<file path="src/rtl/amp_rsp_collector.sv">
// Collects the amplifier result stream into a small fall-through FIFO for a downstream consumer.
// Head is visible the edge after a push; full FIFO drops new results unless popped that cycle.
module amp_rsp_collector #(
    parameter int DEPTH     = 8,
    parameter int NO_WIDTH  = 8,
    parameter int RES_WIDTH = 24
) (
    input  logic                          clk_i,
    input  logic                          rstn_i,
    input  logic                          rd_val_i,
    input  logic [NO_WIDTH+RES_WIDTH-1:0] rd_data_i,
    input  logic                          clr_i,
    output logic                          out_val_o,
    output logic [NO_WIDTH+RES_WIDTH-1:0] out_data_o,
    input  logic                          out_rdy_i,
    output logic                          fifo_full_o,
    output logic                          fifo_empty_o,
    output logic [$clog2(DEPTH):0]        level_o,
    output logic                          seq_err_o,
    output logic [NO_WIDTH-1:0]           err_no_o,
    output logic                          overflow_o,
    output logic [15:0]                   rx_cnt_o,
    output logic [7:0]                    drop_cnt_o
);

    localparam int DW = NO_WIDTH + RES_WIDTH;
    localparam int AW = $clog2(DEPTH);
    localparam int LW = AW + 1;

    logic [DW-1:0]       mem_q [DEPTH];
    logic [AW-1:0]       wr_ptr_q, wr_ptr_d;
    logic [AW-1:0]       rd_ptr_q, rd_ptr_d;
    logic [LW-1:0]       level_q, level_d;

    logic                first_seen_q, first_seen_d;
    logic [NO_WIDTH-1:0] exp_no_q, exp_no_d;
    logic                seq_err_q, seq_err_d;
    logic [NO_WIDTH-1:0] err_no_q, err_no_d;
    logic                ovf_q, ovf_d;
    logic [15:0]         rx_cnt_q, rx_cnt_d;
    logic [7:0]          drop_cnt_q, drop_cnt_d;

    logic                full, empty, push, pop, drop;
    logic [NO_WIDTH-1:0] rd_no;

    assign full  = (level_q == LW'(DEPTH));
    assign empty = (level_q == '0);
    assign pop   = !empty && out_rdy_i;
    // A pop in the same cycle frees the slot, so a full FIFO still accepts.
    assign push  = rd_val_i && (!full || pop);
    assign drop  = rd_val_i && full && !pop;
    assign rd_no = rd_data_i[DW-1 -: NO_WIDTH];

    always_comb begin
        wr_ptr_d = wr_ptr_q;
        rd_ptr_d = rd_ptr_q;
        level_d  = level_q;
        if (push) wr_ptr_d = wr_ptr_q + AW'(1);
        if (pop)  rd_ptr_d = rd_ptr_q + AW'(1);
        case ({push, pop})
            2'b10:   level_d = level_q + LW'(1);
            2'b01:   level_d = level_q - LW'(1);
            default: level_d = level_q;
        endcase
    end

    always_comb begin
        first_seen_d = first_seen_q;
        exp_no_d     = exp_no_q;
        seq_err_d    = seq_err_q;
        err_no_d     = err_no_q;
        ovf_d        = ovf_q;
        rx_cnt_d     = rx_cnt_q;
        drop_cnt_d   = drop_cnt_q;

        // Continuity tracks every amplifier result, including ones the FIFO drops.
        if (rd_val_i) begin
            if (first_seen_q && (rd_no != exp_no_q)) begin
                seq_err_d = 1'b1;
                err_no_d  = rd_no;
            end
            exp_no_d     = rd_no + NO_WIDTH'(1);
            first_seen_d = 1'b1;
        end
        if (push) rx_cnt_d = rx_cnt_q + 16'd1;
        if (drop) begin
            ovf_d = 1'b1;
            if (drop_cnt_q != 8'hFF) drop_cnt_d = drop_cnt_q + 8'd1;
        end

        // Clear overrides same-cycle events; a concurrent result still seeds the expected number.
        if (clr_i) begin
            seq_err_d    = 1'b0;
            err_no_d     = '0;
            ovf_d        = 1'b0;
            rx_cnt_d     = '0;
            drop_cnt_d   = '0;
            first_seen_d = rd_val_i;
        end
    end

    always_ff @(posedge clk_i or negedge rstn_i) begin
        if (!rstn_i) begin
            wr_ptr_q     <= '0;
            rd_ptr_q     <= '0;
            level_q      <= '0;
            first_seen_q <= 1'b0;
            exp_no_q     <= '0;
            seq_err_q    <= 1'b0;
            err_no_q     <= '0;
            ovf_q        <= 1'b0;
            rx_cnt_q     <= '0;
            drop_cnt_q   <= '0;
        end else begin
            wr_ptr_q     <= wr_ptr_d;
            rd_ptr_q     <= rd_ptr_d;
            level_q      <= level_d;
            first_seen_q <= first_seen_d;
            exp_no_q     <= exp_no_d;
            seq_err_q    <= seq_err_d;
            err_no_q     <= err_no_d;
            ovf_q        <= ovf_d;
            rx_cnt_q     <= rx_cnt_d;
            drop_cnt_q   <= drop_cnt_d;
        end
    end

    // Storage needs no reset: an empty FIFO masks the head value.
    always_ff @(posedge clk_i) begin
        if (push) mem_q[wr_ptr_q] <= rd_data_i;
    end

    assign out_val_o    = !empty;
    assign out_data_o   = empty ? '0 : mem_q[rd_ptr_q];
    assign fifo_full_o  = full;
    assign fifo_empty_o = empty;
    assign level_o      = level_q;
    assign seq_err_o    = seq_err_q;
    assign err_no_o     = err_no_q;
    assign overflow_o   = ovf_q;
    assign rx_cnt_o     = rx_cnt_q;
    assign drop_cnt_o   = drop_cnt_q;

endmodule

</file>
<file path="config.mk">
export PLATFORM = sky130hd
export DESIGN_NAME = amp_rsp_collector
export DESIGN_NICKNAME = d
export VERILOG_FILES = /design/src/rtl/amp_rsp_collector.sv
export SDC_FILE = /design/constraint.sdc
export NUM_CORES = 1
export LEC_CHECK = 0
export CORE_ASPECT_RATIO = 1.25
export CORE_MARGIN = 10
export CORE_UTILIZATION = 60
export CTS_CLUSTER_DIAMETER = 200
export DETAILED_ROUTE_END_ITERATION = 6
export DONT_BUFFER_PORTS = 1
export PLACE_DENSITY = 0.85
export RECOVER_POWER = 25
export SLEW_MARGIN = 20
export SYNTH_ARGS = -nofsm -noshare
export SYNTH_HDL_FRONTEND = slang
export SYNTH_SLANG_ARGS = --single-unit
</file>
<file path="constraint.sdc">
create_clock -name clk_i -period 5.9 [get_ports clk_i]
set_input_delay 1.18 -clock clk_i [delete_from_list [all_inputs] [get_ports clk_i]]
set_output_delay 1.18 -clock clk_i [all_outputs]
set_load 0.005 [all_outputs]
</file>
Yosys cells after proc, flatten, opt, wreduce, memory -nomap -nowiden:

Memories as Yosys holds them, arrays and structs flattened.
Index checks and enable logic that the tools add are counted.

* add/sub/neg operators: 7
* equality and inequality tests: 5
* multiplexer cells: 19
* reduce and logical (&&, ||, !) cells: 18

Operator list (number)
* $mux W8: 6
* $mux W16: 2
* $mux W32: 1
* $add A16 B1 Y16 const B: 1
* $add A8 B1 Y8 const B: 2
* $reduce_bool A2 Y1: 6
* $mux W1: 9
* $ne A8 B8 Y1: 1
* $ne A8 B8 Y1 const B: 1
* $pmux W4 S2: 1
* $add A3 B1 Y3 const B: 2
* $logic_and A1 B1 Y1: 5
* $add A4 B1 Y4 const B: 1
* $eq A4 B4 Y1 const B: 1
* $logic_not A4 Y1: 1
* $reduce_and A2 Y1: 2
* $sub A4 B1 Y4 const B: 1
* $logic_not A1 Y1: 3
* $eq A2 B1 Y1 const B: 1
* $eq A2 B2 Y1 const B: 1
* $logic_or A1 B1 Y1: 1

* register bits: 53
* memory bits (writable): 256
* bits of input ports: 37
* word-level logic and storage cells: 60
* memories: 1

Memories
* mem_q: words 8, width 32, read ports 1, clocked after Yosys merged registers in 0, write ports 1, line 30 `logic [DW-1:0] mem_q [DEPTH];`

Depth between registers and ports, before layout:

* depth in word-level cells: 7
* depth in mapped cells: 9
* depth with buffers taken out: 8

Worst setup path before layout:

Ideal clock, no wire load.

* path type: in2reg
* start: input port rd_val_i
* end: memory mem_q[0][0] (netlist bit) (enable)
* library setup time: 501 ps
* arrival time: 4735 ps
* required time: 5399 ps
* setup slack: 664 ps
* cell stages on the path: 3
* cells stage by stage: buf_1 -> o21ai_4 -> nor4_1

* longest elaborated chain between the ends: 3

RTL lines
* start, declared: line 10 `input logic rd_val_i,`
* $logic_and A1 B1 Y1: line 50 `assign push = rd_val_i && (!full || pop);`
* $mux W1: line 130 `if (push) mem_q[wr_ptr_q] <= rd_data_i;`
* $mux W1 (not written as such): line 130
* end, declared: line 30

Every way passes these cells.

Worst setup path in the final report:

* start: register rd_ptr_q[0]
* end: output port out_data_o[20]

* longest elaborated chain between the ends: 2

RTL lines
* start, declared: line 32 `logic [AW-1:0] rd_ptr_q, rd_ptr_d;`
* start signal, assigned: line 116 `rd_ptr_q <= rd_ptr_d;`
* $mem_v2 Z8 W32
* $mux W32: line 134 `assign out_data_o = empty ? '0 : mem_q[rd_ptr_q];`
* end, declared: line 14 `output logic [NO_WIDTH+RES_WIDTH-1:0] out_data_o,`

Every way passes these cells.

==> impl_metrics.ini <==
[synth]
yosys.area.top_type = edfxtp_1
synth_commonest_cells = edfxtp_1 (256), mux4_2 (64), dfrtp_1 (53), nor2_1 (53), mux2i_1 (43)
synth.most_common_cell = edfxtp_1
syn-cell-area_um2 = 12400
synth_edf_count = 256
synthTopCellsByArea = edfxtp_1 (62%), mux4_2 (12%), dfrtp_1 (11%)
syn-num-nets = 727
synth-seq-area-share_pct = 72.5
synth_top_flop_cell = edfxtp_1
synth_seq_cells = 309
async_flop_share_pct = 17.2
netlist.area_leader.share_pct = 61.8
synth.avg_cell_area_um2 = 18.2
yosys_warnings = 0
synthCells = 684
synth_cell_types = 49

[drt]
firstDrtPassIters = 5
avgRoutedWirePerCell_um = 26.5
num_vias = 6312
drc = 0
ant_nets = 0
drtIter0Drc = 513
totalWireLength_um = 26200
avgViaCountPerCell = 6.37

[worst_setup_path]
critical_path.top_delay_family = multiplexers
rrSetupSlack_ns = 2.73
crit_start = rd_ptr_q[0]$_DFFE_PN0N_
cp_cell_sequence = buf_16 -> buf_4 -> mux4_2 -> mux2i_1 -> nor2_1
rr_endpoint = level_o[2]$_DFFE_PN0P_
critPathSlowestCell = dfrtp_4
r2r.worst_path.cells = 8
path_max_fanout = 31
setup.worst_path.class = reg2out
cp_data_arrival_time_ns = 2.77
startpoint_type = flip-flop
crit_buf_inv = 2
reg2reg_from = level_o[1]$_DFFE_PN0P_
critPathRequiredTime_ns = 4.72
max_stage_delay_ns = 0.73
crit_path_end_kind = output pin

[clock_tree]
cts-resized-gates = 0
cts_tree = yes
numCtsBuffers = 29
cts.path.max_buffers = 3
clk_pin_slew_ns = 0.07
cts_sinks = 309
cts_hold_buf = 0
cts_setup_buffers = 0
cts-root-buf = clkbuf_16
clk_latency_ns = 0.53
htreeDepth = 1

[flow_run]
drv_cap = 0

[place]
gp_congestion = 0.745
placed_cell_area_um2 = 12800
place.port_buffers = 0
hpwl_um = 15800

[power]
p_seq_share_pct = 47.1
finalPower_uw = 6290
internal-power_uw = 4470
power_switching_share_pct = 28.9
leakagePower_uw = 0.00475
cellPowerDensity_nw_per_um2 = 455
p_sw_uw = 1820
peakVddDrop_mv = 0.259
combinationalPowerShare_pct = 23.3
p_clk_share_pct = 29.5

[sta]
fmax_mhz = 253
period_share_pct = 66.9
fin_hold_ws_ns = 0.338
final.min_clock_period_ns = 3.95
setup_violations = 0
relSlewSlack_pct = 27.5
drv_slew = 0
tightest_slew_ns = 1.09
rsz0062_at_grt = false
tns_ns = 0
finClkSkew_ns = 0.00980
hold_viol = 0

[grt]
grt_remaining_overflow = 0
grt_pass1_vias = 6711
grt_pass1_wl_um = 40500
antenna_found_initial = 0
grt_use_total_pct = 19.3
grt_max_degree = 54

[cells_and_area]
fin_util_pct = 68.3
synthToLayoutAreaGrowth_pct = 11.2
fin_nets = 742
design_area_um2 = 13800
antenna-diode-count = 0
drive_above_1_share_pct = 20.7

[floorplan]
row_count = 58
die_y_um = 181
die_w_um = 149
start_util_pct = 61.4
io_pins = 110
die_area_um2 = 26900
core_area_um2 = 20200

[status]
status = complete, no violations

[worst_hold_path]
hold_path_class = in2async
==> placed cells by master, fill, tap and decap left out, types with 4 or more instances in the layout <==
master       n
clkinv_1     7
buf_4       13
clkinv_2     7
bufinv_16    4
nand2_1     31
mux4_2      64
xnor2_1      8
dfrtp_1     50
a21oi_1     23
edfxtp_1   256
nand3_1     12
mux2i_1     43
clkbuf_16   29
o211ai_1     4
o21ai_1      8
or3_1       11
xor2_1      21
ha_1         6
and3_1       7
or4_1        4
nor2_1      50
nor3_2       4
==> cell type report <==
| cell class | count | area [um^2] |
|---|---|---|
| Tap cell | 270 | 338 |
| Inverter | 6 | 27.5 |
| Timing Repair Buffer | 16 | 180 |
| Sequential cell | 309 | 9020 |
| Fill cell | 1227 | 6420 |
| Multi-Input combinational cell | 337 | 3310 |
| Clock buffer | 31 | 733 |
| Clock inverter | 22 | 220 |
==> metal layers <==
layer / vias up / wire (um) / global-route usage, %
li1: 2723 / - / -
met1: 3296 / 9800 / 23.3
met2: 246 / 13600 / 33.0
met3: 47 / 2240 / 5.50
met4: 0 / 600 / 5.94
met5: - / 0 / 0
==> worst max path at each step <==
| stage | endpoint | cells past startpoint |
|---|---|---|
| 2_1_floorplan | mem_q[0][0]$_DFFE_PP_ | 3 |
| 3_3_place_gp | out_data_o[20] | 4 |
| 4_1_cts | out_data_o[20] | 4 |
| 6_report | out_data_o[20] | 5 |
| 3_5_place_dp | out_data_o[20] | 4 |
| 5_1_grt | out_data_o[29] | 5 |
==> power by group through the flow <==
stage / clock [uW] / combinational (uW) / sequential, uW
finish: 1860 / 1470 / 2970
global route: 1970 / 1590 / 3000
CTS: 1880 / 1420 / 3030
detailed placement: 0 / 1400 / 3070
global placement: 0 / 1340 / 3030
floorplan: 0 / 1230 / 2810
==> worst register-to-register path: stages, from the launching register on <==
cell and delay, ns:
dfrtp_1 0.49, or4_4 0.63, inv_2 0.60, nor3_1 0.14
a21o_1 0.21, ha_1 0.19, or4_1 0.52, a2bb2oi_2 0.17
xor2_1 0.15
==> sequential cells by signal, indices dropped and copies added (netlist names), 3 cells and up <==
register,flops
rx_cnt_o,16
level_o,4
err_no_o,8
drop_cnt_o,8
mem_q,256
rd_ptr_q,3
exp_no_q,8
wr_ptr_q,3
==> through the flow <==
step / setup WS [ns] / cells
final: 1.95 / 991
after global routing: 1.73 / 991
after CTS: 1.67 / 990
after detailed placement: 2.25 / 937
after global placement: 2.29 / 935
after floorplan: 0.664 / 684
==> kinds of logic after synthesis <==
kind of cell | Yosys count | share of synthesized area (%)
compound gates | 54 | 2.93
xor+xnor | 29 | 2.04
fa+ha+maj | 6 | 0.603
buf+inv | 38 | 1.35
flops | 309 | 72.5
mux | 110 | 15.3
simple gates | 138 | 5.27
No activity file was read; power rests on OpenSTA's default activity.
